**src/rtl/aes_cbc_ctrl.sv**
```systemverilog
// CBC chaining controller between a block stream and the AES core start/done interface.
// One block in flight at a time: accept, start the core, wait for done, present the result.
module aes_cbc_ctrl #(
  parameter int BLK_W = 128,
  parameter int KEY_W = 256,
  parameter int CNT_W = 32
) (
  input  logic             clk,
  input  logic             reset,
  input  logic             iv_load,
  input  logic [BLK_W-1:0] iv,
  input  logic [1:0]       mode,
  input  logic [KEY_W-1:0] key,
  input  logic             enc_dec,
  input  logic             in_valid,
  output logic             in_ready,
  input  logic [BLK_W-1:0] in_data,
  output logic             out_valid,
  input  logic             out_ready,
  output logic [BLK_W-1:0] out_data,
  output logic             core_start,
  output logic             core_enc_dec,
  output logic [1:0]       core_mode,
  output logic [KEY_W-1:0] core_key,
  output logic [BLK_W-1:0] core_data_in,
  input  logic [BLK_W-1:0] core_data_out,
  input  logic             core_done,
  output logic             busy,
  output logic [CNT_W-1:0] blk_count,
  output logic [1:0]       dbg_state
);

  typedef enum logic [1:0] {
    S_IDLE  = 2'd0,
    S_ISSUE = 2'd1,
    S_WAIT  = 2'd2,
    S_OUT   = 2'd3
  } state_e;

  state_e           state_q, state_d;
  logic [BLK_W-1:0] chain_q, chain_d;
  logic [BLK_W-1:0] hold_q, hold_d;
  logic [BLK_W-1:0] core_data_in_q, core_data_in_d;
  logic             core_enc_dec_q, core_enc_dec_d;
  logic [1:0]       core_mode_q, core_mode_d;
  logic             core_start_q, core_start_d;
  logic [BLK_W-1:0] out_data_q, out_data_d;
  logic             out_valid_q, out_valid_d;
  logic [CNT_W-1:0] blk_count_q, blk_count_d;
  logic [BLK_W-1:0] chain_eff;
  logic             accept;

  // Both streams: a transfer happens on a rising edge where valid and ready are
  // both high; valid never waits on ready, and ready depends only on state/reset.
  assign in_ready     = (state_q == S_IDLE) & ~reset;
  assign accept       = in_valid & in_ready;
  assign out_valid    = out_valid_q;
  assign out_data     = out_data_q;
  assign core_start   = core_start_q;
  assign core_enc_dec = core_enc_dec_q;
  assign core_mode    = core_mode_q;
  assign core_key     = key;
  assign core_data_in = core_data_in_q;
  assign busy         = (state_q != S_IDLE);
  assign blk_count    = blk_count_q;
  assign dbg_state    = state_q;

  always_comb begin
    state_d        = state_q;
    chain_d        = chain_q;
    hold_d         = hold_q;
    core_data_in_d = core_data_in_q;
    core_enc_dec_d = core_enc_dec_q;
    core_mode_d    = core_mode_q;
    core_start_d   = 1'b0;
    out_data_d     = out_data_q;
    out_valid_d    = out_valid_q;
    blk_count_d    = blk_count_q;
    chain_eff      = iv_load ? iv : chain_q;

    case (state_q)
      S_IDLE: begin
        if (iv_load) begin
          chain_d     = iv;
          blk_count_d = '0;
        end
        if (accept) begin
          core_enc_dec_d = enc_dec;
          core_mode_d    = mode;
          // Decipher keeps the raw ciphertext: it becomes the chain once the block completes.
          if (!enc_dec) begin
            core_data_in_d = in_data ^ chain_eff;
          end else begin
            core_data_in_d = in_data;
            hold_d         = in_data;
          end
          core_start_d = 1'b1;
          state_d      = S_ISSUE;
        end
      end
      S_ISSUE: begin
        state_d = S_WAIT;
      end
      S_WAIT: begin
        if (core_done) begin
          if (!core_enc_dec_q) begin
            out_data_d = core_data_out;
            chain_d    = core_data_out;
          end else begin
            out_data_d = core_data_out ^ chain_q;
            chain_d    = hold_q;
          end
          out_valid_d = 1'b1;
          blk_count_d = blk_count_q + CNT_W'(1);
          state_d     = S_OUT;
        end
      end
      S_OUT: begin
        if (out_ready) begin
          out_valid_d = 1'b0;
          state_d     = S_IDLE;
        end
      end
      default: state_d = S_IDLE;
    endcase
  end

  always_ff @(posedge clk or posedge reset) begin
    if (reset) begin
      state_q        <= S_IDLE;
      chain_q        <= '0;
      hold_q         <= '0;
      core_data_in_q <= '0;
      core_enc_dec_q <= 1'b0;
      core_mode_q    <= 2'b00;
      core_start_q   <= 1'b0;
      out_data_q     <= '0;
      out_valid_q    <= 1'b0;
      blk_count_q    <= '0;
    end else begin
      state_q        <= state_d;
      chain_q        <= chain_d;
      hold_q         <= hold_d;
      core_data_in_q <= core_data_in_d;
      core_enc_dec_q <= core_enc_dec_d;
      core_mode_q    <= core_mode_d;
      core_start_q   <= core_start_d;
      out_data_q     <= out_data_d;
      out_valid_q    <= out_valid_d;
      blk_count_q    <= blk_count_d;
    end
  end

endmodule
```
**config.mk**
```make
export PLATFORM = sky130hd
export DESIGN_NAME = aes_cbc_ctrl
export DESIGN_NICKNAME = d
export VERILOG_FILES = /design/src/rtl/aes_cbc_ctrl.sv
export SDC_FILE = /design/constraint.sdc
export NUM_CORES = 2
export LEC_CHECK = 0
export ABC_CLOCK_PERIOD_IN_PS = 20900
export BUFFER_PORTS_ARGS = -buffer_cell sky130_fd_sc_hd__buf_2
export CORE_AREA = 2 2 462 464
export CTS_CLUSTER_DIAMETER = 150
export DETAILED_ROUTE_END_ITERATION = 16
export DIE_AREA = 0 0 464 466
export SLEW_MARGIN = 20
export SYNTH_ARGS = -nofsm -noshare
export SYNTH_HDL_FRONTEND = slang
export SYNTH_SLANG_ARGS = --single-unit
```
**constraint.sdc**
```tcl
create_clock -name clk -period 20.9 [get_ports clk]
set_input_delay 3.135 -clock clk [delete_from_list [all_inputs] [get_ports clk]]
set_output_delay 3.135 -clock clk [all_outputs]
set_load 0.005 [all_outputs]
```
* After elaboration in Yosys (flattened, before gate mapping)
Cells that the tools add are included.
** Storage, ports and cells
- Flip-flop bits (word level) :: 551
- Bits of input ports :: 649
- Output and inout bits :: 553
** Operators by class
- $add $sub $neg :: 1
- Equality and inequality tests :: 7
- Muxes and demuxes :: 18
- Bitwise operators :: 5
- Reduce and logical (&&, ||, !) cells :: 11
** Operator list (number)
- $mux 128 :: 5
- $pmux 128 s2 :: 1
- $xor 128x128->128 :: 2
- $mux 32 :: 2
- $pmux 32 s2 :: 1
- $add 32x1->32 const B :: 1
- $reduce_and 3->1 :: 4
- $ne 2x2->1 const B :: 4
- $pmux 2 s4 :: 1
- $mux 2 :: 3
- $reduce_and 2->1 :: 3
- $reduce_bool 2->1 :: 3
- $eq 2x2->1 const B :: 2
- $mux 1 :: 4
- $and 1x1->1 :: 2
- $eq 2x1->1 const B :: 1
- $logic_not 2->1 :: 1
- $pmux 1 s2 :: 1
- $not 1->1 :: 1

* Logic depth before layout (Yosys ltp)
- Word-level depth :: 5
- Gate-level depth with buffers :: 10
- Depth with buffers taken out :: 7

* Least setup slack after synthesis
Ideal clock, no wire load.
- Path type :: input to output
- Start point :: input reset
- End point :: output in_ready
- Arrival time :: 3.281 ns
- Data required time :: 17.765 ns
- Path slack :: 14.484 ns
- Stages on the path :: 1
- Path buffers :: 0
- Cells stage by stage :: nor2b_1
** Between the ends
- Longest elaborated chain between the ends :: 2
** RTL lines
- start, declared :: RTL line 9 : input logic reset,
- $not 1->1 :: RTL line 55 : assign in_ready = (state_q == S_IDLE) & ~reset;
- $and 1x1->1 :: RTL line 55
- end, declared :: RTL line 16 : output logic in_ready,
Every way passes these cells.

* Final worst setup path
Same ends and word-level chain as after synthesis.

==> results.md <==
### Outcome
* complete, no violations — run status

### Finish
* 29.2% — fraction of layout instances using a drive strength above 1
* 23580 — fill cell total of the finished layout
* 36800 sq um — final standard cell area without fillers
* 6409 — Layout Cells excl Fill
* 17.4% — final design utilization
* 23.8% — area growth from synthesis to final layout
* 4179 — post-layout net count

### Synth
* 0 — total of warnings raised by yosys
* 29700 sq um — Post-Syn Area
* 551 — number of register bits inferred by synthesis
* 46.3% — fraction of post-synthesis cell area in the top cell type by area
* 46.3% — sequential share of the synthesized area
* 42 — number of library cell types mapped by synthesis
* nand2_1 (642), dfrtp_1 (551), o21ai_0 (260) — top cell types by occurrence after synthesis
* 0 — EDFF count, synth
* 100% — share of synthesized flip-flops with an asynchronous set or reset
* nand2_1 — most frequent cell after synthesis
* dfrtp_1 — main flop type after synthesis
* dfrtp_1 — leading area contributor after synthesis
* 9.35 sq um — average cell area after synthesis
* dfrtp_1 (46%), nand2_1 (8.1%), mux2_2 (6.9%) — dominant cells by area after synthesis
* 3183 — Gate Count Post-Synth
* 3836 — syn_nets

### Setup path
* primary input to output pin — Critical Setup Path Class
* 16.35 ns — register-to-register path setup slack
* 3.80 ns — data arrival time of the worst path
* 7 — reg2reg path depth
* 17.77 ns — data required time of the critical path
* 2 — critical-path maximum fanout
* output pin — CP endpoint kind
* core_enc_dec — worst reg2reg path startpoint
* primary input — CP Launch Type
* out_data[64] — destination of the worst register-to-register timing path

### Placement
* 6275 — instance count after placement with tap cells included
* 102000 um — half-perimeter wire length after detailed placement
* 34400 sq um — Placement Cell Area
* 13.77 ns — Placement Setup Slack
* 0.851 — final estimated routing congestion in global placement
* 689 — number of port buffers

### Clock network
* 3 — buffer depth of the longest clock path
* 0 — buffers inserted during post-CTS setup optimization
* 0.05 ns — clock slew at reported path FFs
* clkbuf_16 — clock tree root buffer cell
* 0 — CTS-repair resized insts
* 3 — maximum level of the CTS H-tree
* 551 — sinks on the clock net
* 0 — cts hold-fix bufs
* 70 — TritonCTS buffer count
* done — clock tree from TritonCTS
* 0.71 ns — clock latency reported for the late side of the worst-skew pair

### Timing
* 29.9% — Rel. slew slack
* 0 — total count of max-transition violations in the final report
* 0.144 GHz — maximum frequency from static timing analysis
* 0 ns — total negative slack for setup checks
* 0 — final setup violation count
* 0.0355 ns — skew final
* 13.97 ns — slack of the critical path
* 1.05 ns — transition at the pin with the smallest max-transition slack
* no — unrepaired setup endpoints after global routing
* 6.93 ns — minimum clock period
* 33.2% — part of the cycle the worst path needs
* 0 — Final Hold Viols

### Route
* 3.77 — detailed-route vias per instance
* 1256 — violation count after the first detailed-routing iteration
* 0 — remaining number of nets flagged by the antenna check after routing
* 21.2 um — routed length per placed instance
* 24147 — number of vias in the routed layout
* 0 — DRC viols
* 136000 um — overall routed net length
* 5 — DRT Pass-1 Iters

### Floorplanning
* 14.1% — starting utilization of the core area
* 466 um — height of the die
* 1202 — Top-Level Pins
* 211000 sq um — area inside the core boundary
* 216000 sq um — die area
* 464 um — die extent in x
* 169 — Row Count

### Global routing
* 144 — maximum number of pins on one net before global-route repair
* 12.1% — GRT Resource Usage Total
* 24446 — number of global-route vias before repair
* 30 — initial antenna violation count
* 187000 um — global-route wire length before repair
* 0 — Congestion Overflow GR

### Hold path
* 2 — number of cells on the worst hold path
* core_data_in[12] — startpoint of the worst hold path
* flop to flop — class of the tightest hold or removal check
* core_data_in[12] — Hold Crit Endpoint

### Power
* 40.8% — relative contribution of combinational cells to total power
* 24.0% — Clk pwr share
* 41.8% — fraction of power spent switching nets
* 16.3 nW — leakage power
* 2.23 mW — net switching power of the design
* 0.0827 mV — VDD IR max
* 3.11 mW — cell internal power dissipation
* 145 nW/um^2 — pwr/cell area
* 35.1% — share of total power in sequential cells

### Run
* 0 — max capacitance violation total

area by class of cell:
class                           count  area, sq um  share of cell area, %
Antenna cell                        9         22.5                 0.0611
Clock buffer                       94         2000                   5.43
Timing Repair Buffer              727         3780                   10.3
Tap cell                         2821         3530                   9.58
Sequential cell                   551        13800                   37.4
Inverter                           14         61.3                  0.166
Clock inverter                     31          394                   1.07
Multi-Input combinational cell   2162        13300                   36.0
metrics by stage:
stage | power (mW) | hold slack, ns
global route | 5.77 | 0.497
finish | 5.35 | 0.478
CTS | 5.48 | 0.477
detailed placement | 4.15 | 0.464
floorplan | 3.13 | 0.460
global placement | 4.10 | 0.459
power by group through the flow:
stage               Combinational (mW)  Sequential, mW  Clock [mW]
floorplan                         1.29            1.84           0
global placement                  2.23            1.87           0
detailed placement                2.26            1.89           0
CTS                               2.26            1.88        1.34
global route                      2.46            1.94        1.37
finish                            2.18            1.88        1.28
cells by family after synthesis:
logic type               share of synthesized area, %
multiplexers                                     13.0
AND/OR/NAND/NOR                                  15.0
buffers and inverters                            9.28
XOR/XNOR                                         7.57
adder cells (fa/ha/maj)                         0.168
flip-flops                                       46.3
AO/OA/AOI/OAI                                    8.61
layout by cell type, fill, tap and decap left out, types with 8 or more instances in the layout:
master	n
diode_2	9
buf_2	687
clkbuf_1	8
buf_4	35
nand2_1	640
mux2_2	181
a21oi_1	162
dfrtp_1	550
or4_1	13
clkbuf_8	16
o21ai_0	259
xor2_1	180
a22o_1	15
clkinv_2	14
xnor2_1	77
inv_1	12
nand2b_1	84
o31ai_1	12
o211ai_1	16
mux2i_1	182
clkbuf_16	70
nand3_1	75
nor2_1	199
state kept, by name, summed over array words and instances, names as in the netlist:
| name | cells |
|---|---|
| core_enc_dec | 1 |
| chain_q | 128 |
| core_mode | 2 |
| out_data | 128 |
| out_valid | 1 |
| core_data_in | 128 |
| core_start | 1 |
| hold_q | 128 |
| blk_count | 32 |
| dbg_state | 2 |
worst max path at each step:
stage,from,endpoint,slack [ns],cells past startpoint
after floorplan,reset,blk_count[0],2.36,1
after global placement,reset,chain_q[97],13.80,6
after detailed placement,reset,chain_q[97],13.77,6
after CTS,reset,in_ready,13.96,3
after global routing,reset,in_ready,13.95,3
final,reset,in_ready,13.97,3
worst max-delay path, cell delays in order:
cell and delay [ns]:
buf_2 0.19, nor2b_1 0.28, buf_2 0.17
metal layers:
metal	vias to the layer above	global-route usage, %	part of all wire (%)
li1	10996	-	-
met1	11781	12.2	35
met2	1058	20.8	49
met3	304	5.52	11
met4	8	6.77	5.4
met5	-	0	0.036
(Power assumes the default switching activity.)
